**config.mk**
```make
export PLATFORM = sky130hd
export DESIGN_NAME = dlfloat_operand_tx
export DESIGN_NICKNAME = d
export VERILOG_FILES = /design/src/rtl/dlfloat_operand_tx.sv
export SDC_FILE = /design/constraint.sdc
export NUM_CORES = 1
export LEC_CHECK = 0
export CAP_MARGIN = 20
export CORE_MARGIN = 3
export CORE_UTILIZATION = 45
export DETAILED_ROUTE_END_ITERATION = 10
export PLACE_DENSITY = 0.71
export SLEW_MARGIN = 20
export SYNTH_ARGS = -nofsm -noshare
export SYNTH_HDL_FRONTEND = slang
export SYNTH_SLANG_ARGS = --single-unit
```
**constraint.sdc**
```tcl
create_clock -name clk -period 3.5 [get_ports clk]
set_input_delay 0.7 -clock clk [delete_from_list [all_inputs] [get_ports clk]]
set_output_delay 0.7 -clock clk [all_outputs]
set_load 0.02 [all_outputs]
```
**src/rtl/dlfloat_operand_tx.sv**
```systemverilog
// Host-side transmitter for the two-phase MAC operand bus.
// (A,B) DLFloat16 pairs are queued in a small FIFO. Each pair goes out on one
// 16-bit bus: A in even slots and B in odd slots. Slots free-run from reset.
module dlfloat_operand_tx #(
    parameter int unsigned DEPTH     = 4,
    parameter logic [15:0] IDLE_WORD = 16'h0000
) (
    input  logic                     clk,
    input  logic                     rst,
    input  logic                     in_valid,
    output logic                     in_ready,
    input  logic [15:0]              in_a,
    input  logic [15:0]              in_b,
    output logic [15:0]              bus_out,
    output logic                     bus_phase,
    output logic                     bus_valid,
    output logic [$clog2(DEPTH):0]   fifo_level,
    output logic [15:0]              pairs_sent
);

    localparam int unsigned PTR_W  = $clog2(DEPTH);
    localparam int unsigned LVL_W  = PTR_W + 1;
    localparam int unsigned WORD_W = 16;

    typedef struct packed {
        logic [WORD_W-1:0] a;
        logic [WORD_W-1:0] b;
    } pair_t;

    // The slot state doubles as the bus phase: SLOT_A drives A, SLOT_B drives B.
    typedef enum logic {
        SLOT_A = 1'b0,
        SLOT_B = 1'b1
    } slot_e;

    slot_e              state_q, state_d;
    logic [WORD_W-1:0]  bus_out_q, bus_out_d;
    logic               bus_valid_q, bus_valid_d;
    logic [WORD_W-1:0]  hold_b_q, hold_b_d;
    logic [WORD_W-1:0]  pairs_sent_q, pairs_sent_d;
    logic [PTR_W-1:0]   wr_ptr_q, wr_ptr_d;
    logic [PTR_W-1:0]   rd_ptr_q, rd_ptr_d;
    logic [LVL_W-1:0]   level_q, level_d;
    pair_t              mem_q [DEPTH];
    pair_t              mem_d [DEPTH];

    logic full;
    logic empty;
    logic push;
    logic pop;

    // Next-state: slot alternation, pop at the B->A edge, push on handshake.
    always_comb begin
        state_d      = state_q;
        bus_out_d    = bus_out_q;
        bus_valid_d  = bus_valid_q;
        hold_b_d     = hold_b_q;
        pairs_sent_d = pairs_sent_q;
        wr_ptr_d     = wr_ptr_q;
        rd_ptr_d     = rd_ptr_q;
        level_d      = level_q;
        mem_d        = mem_q;

        full  = (level_q == LVL_W'(DEPTH));
        empty = (level_q == '0);
        push  = in_valid && !full;
        pop   = 1'b0;

        case (state_q)
            SLOT_A: begin
                state_d   = SLOT_B;
                bus_out_d = hold_b_q;
            end
            SLOT_B: begin
                state_d = SLOT_A;
                if (bus_valid_q) begin
                    pairs_sent_d = pairs_sent_q + WORD_W'(1);
                end
                if (!empty) begin
                    pop         = 1'b1;
                    bus_out_d   = mem_q[rd_ptr_q].a;
                    hold_b_d    = mem_q[rd_ptr_q].b;
                    bus_valid_d = 1'b1;
                    rd_ptr_d    = rd_ptr_q + PTR_W'(1);
                end else begin
                    bus_out_d   = IDLE_WORD;
                    hold_b_d    = IDLE_WORD;
                    bus_valid_d = 1'b0;
                end
            end
            default: state_d = SLOT_A;
        endcase

        if (push) begin
            mem_d[wr_ptr_q] = '{a: in_a, b: in_b};
            wr_ptr_d        = wr_ptr_q + PTR_W'(1);
        end

        if (push && !pop) begin
            level_d = level_q + LVL_W'(1);
        end else if (pop && !push) begin
            level_d = level_q - LVL_W'(1);
        end
    end

    // Control and bus registers with synchronous reset.
    always_ff @(posedge clk) begin
        if (rst) begin
            state_q      <= SLOT_A;
            bus_out_q    <= IDLE_WORD;
            bus_valid_q  <= 1'b0;
            hold_b_q     <= '0;
            pairs_sent_q <= '0;
            wr_ptr_q     <= '0;
            rd_ptr_q     <= '0;
            level_q      <= '0;
        end else begin
            state_q      <= state_d;
            bus_out_q    <= bus_out_d;
            bus_valid_q  <= bus_valid_d;
            hold_b_q     <= hold_b_d;
            pairs_sent_q <= pairs_sent_d;
            wr_ptr_q     <= wr_ptr_d;
            rd_ptr_q     <= rd_ptr_d;
            level_q      <= level_d;
        end
    end

    // Pair storage; contents are don't-care until the pointers reference them.
    always_ff @(posedge clk) begin
        mem_q <= mem_d;
    end

    assign in_ready   = !full;
    assign bus_out    = bus_out_q;
    assign bus_phase  = state_q;
    assign bus_valid  = bus_valid_q;
    assign fifo_level = level_q;
    assign pairs_sent = pairs_sent_q;

endmodule

```
==> summary.md <==
| Metric | Value |
|---|---|
| Fraction of layout cells with a size suffix above 1 | 18.2% |
| Placed Cells | 618 |
| Hold WC Path Type | register to register |
| Chip width | between 100 and 150 µm |
| Post-synthesis area per instance | 18.1 µm² |
| CTS hold repair buffers | 0 |
| CP bufs+invs | 2 |
| Clk_lat worst skew | 420 ps |
| Remaining antenna violation count | 0 |
| Total GRT Usage | 15.6% |
| CP Data Required Time | 3850 ps |
| # IOs | 73 |
| Largest net degree at the start of global routing | 35 |
| Most frequent cells in the layout | edfxtp_1, clkdlybuf4s50_1, dfxtp_1 |
| Slew HR | 37.6% |
| Setup ws final | 841 ps |
| CP Capture Type | register |
| Clock sinks | 185 |
| Syn-to-layout area delta | 24.0% |
| Most common cell after layout, fill and taps aside | edfxtp_1 |
| Fin nets | 495 |
| Placed Area | 7740 µm² |
| H-tree Lvls | 4 |
| Setup repair bufs after CTS | 0 |
| Unrepaired setup endpoints after global routing | no |
| Internal power | 4.20 mW |
| Sequential Power Share | 49.1% |
| Clock power frac | between 30 and 40% |
| Syn Nets | 413 |
| Core box area | 14600 µm² |
| Iteration-0 DRC Markers | between 150 and 200 |
| Number of violations of the max-capacitance limit | 0 |
| Remaining Overflow, GRT | 0 |
| Vias in the first global route | 3515 |
| Max-slew violations | 0 |
| Sw Ratio | 24.6% |
| RD Place Congestion | about 0.76 |
| Cell area after layout | ~8300 µm² |
| Vias | 3516 |
| Finish-stage setup viols | 0 |
| Diodes inserted | 0 |
| Post-Place Setup Slack | roughly 410 ps |
| Final hold violations | 0 |
| Dominant synthesized flop cell | edfxtp_1 |
| #FFs+latches synth | 185 |
| Wirelength per Cell | 18.8 µm |
| Comb power frac | 16.6% |
| Cell Pwr Density | 668 nW/µm² |
| Startpoint type of the worst setup path | primary input |
| Syn Inst Count | 371 |
| Die height | 128 µm |
| Vias per cell | 5.41 |
| Crit-path slowest cell | a21boi_1 |
| Arrival time worst endpoint | between 3000 and 4000 ps |
| Status | completed |
| Post-synthesis cell type count | 32 |
| Cell chain of the critical path | clkdlybuf4s50_1 -> a21boi_1 -> ha_1 -> inv_1 -> fa_1 -> xor2_1 -> or3_1 -> a21oi_1 |
| Slew @ Worst Pin | roughly 930 ps |
| Worst vdd ir | 0.000402 V |
| Max Freq | between 0.3 and 0.4 GHz |
| Initial core utilization | 46.1% |
| Critical Path Max Stage Delay | 530 ps |
| First-pass GRT wire length | 19200 µm |
| # resized after CTS | 0 |
| Leak pwr | around 2.8 nW |
| Initial antenna violation count | 0 |
| # DRC | 0 |
| Fin crit period | around 2700 ps |
| Synth Cell Area | 6720 µm² |
| Final Core Density | 57.2% |
| Post-synth ARST share | 0% |
| Clock-pin transition on the worst setup and hold timing paths | approximately 70 ps |
| Switching pwr | 1.37 mW |
| Clock Skew | 6.29 ps |
| Die area | 16400 µm² |
| Clk root buf | clkbuf_16 |
| TritonCTS clock tree | built |
| Crit Path Max Fanout | 7 |
| I/O Buffers | 72 |
| Fin cells | 650 |
| FP Rows | 44 |
| Setup TNS Final | 0 ps |
| Crit-path leading delay family | compound AO/OA/AOI/OAI gates |
| Post-synthesis sequential area ratio | 74.1% |
| Hpwl dp | 7520 µm |
| Period utilisation layout | 76.0% |
| CTS max path bufs | 2 |
| Drt total wl | 12200 µm |
| Number of synthesized flops with an enable pin | 128 |
| Crit Path Category | primary input to register |
| Inserted Clock Buffers | 17 |
| Syn. warnings | 0 |
| Drt pass-1 iters | 4 |
-- through the flow --
stage	hold WS (ps)	power, mW
after floorplan	443	3.36
after global placement	462	3.70
after detailed placement	466	3.73
after CTS	481	5.63
after global routing	496	5.80
final	479	5.57
-- path summary, 6_finish.rpt --
kind / from / to / slack [ps] / depth (start not counted)
hold reg to reg: hold_b_q[3] / bus_out[3] / 480 / 1
setup / recovery: in_valid / fifo_level[2] / 840 / 8
setup reg to reg: fifo_level[0] / fifo_level[2] / 1030 / 8
hold / removal: hold_b_q[3] / bus_out[3] / 480 / 1
-- layer usage --
metal | track usage (%) | vias to the layer above | wire (µm) | part of all wire, %
met2 | 25.7 | 82 | 6210 | 51
met1 | 19.9 | 1803 | 5330 | 44
met3 | 3.88 | 15 | 485 | 4.0
met5 | 0 | - | 0 | 0
li1 | - | 1616 | - | -
met4 | 6.49 | 0 | 178 | 1.5
-- state kept, by name (all words and copies together), names as in the netlist --
register    count
mem_q         128
bus_out        16
hold_b_q       16
pairs_sent     16
fifo_level      3
rd_ptr_q        2
wr_ptr_q        2
bus_phase       1
bus_valid       1
-- logic make-up after synthesis --
family	after synthesis	share of synthesized area, %
and+or+nand+nor	62	4.71
buffers and inverters	23	1.38
AOI/OAI and AO/OA	43	5.10
xor gates and xnor gates	16	2.08
muxes	35	11.2
DFF	185	74.1
adders and majority gates	7	1.41
-- power groups by stage --
stage / registers, mW / clock network, mW / logic, mW
after floorplan: 2.80 / 0 / 0.562
after global placement: 2.77 / 0 / 0.931
after detailed placement: 2.78 / 0 / 0.944
after CTS: 2.74 / 1.95 / 0.949
after global routing: 2.76 / 2.03 / 1.01
final: 2.73 / 1.91 / 0.926
-- cells in the mapped netlist (2+ instances only) --
cell	count	area, µm²
a21oi_1	5	25.0
a22o_1	32	280
and2_1	4	25.0
buf_2	5	25.0
clkbuf_1	13	48.8
dfxtp_1	57	1140
edfxtp_1	128	3840
ha_1	6	75.1
inv_1	5	18.8
mux2i_1	2	20.0
mux4_2	32	721
nand2_1	11	41.3
nand3_1	5	25.0
nand4_1	3	18.8
nor2_1	22	82.6
nor3_1	5	25.0
nor4_1	3	18.8
o21ai_0	3	15.0
or3_1	3	18.8
xnor2_1	9	78.8
xor2_1	7	61.3
-- layout make-up --
type                    instances  area, µm²
clock inverters                12        139
clock buffers                  20        457
fillers                      1104       6250
inverters                       5       18.8
well taps                     184        230
repair buffers                 81        851
multi-input cells             163       1660
flip-flops and latches        185       4990
-- worst register-to-register path: stages (launching register included) --
cell,delay (ps)
dfxtp_1,460
nor2_1,100
a21boi_1,530
ha_1,290
inv_1,60
fa_1,370
xor2_1,150
or3_1,300
a21oi_1,150
(Power assumes the default switching activity.)
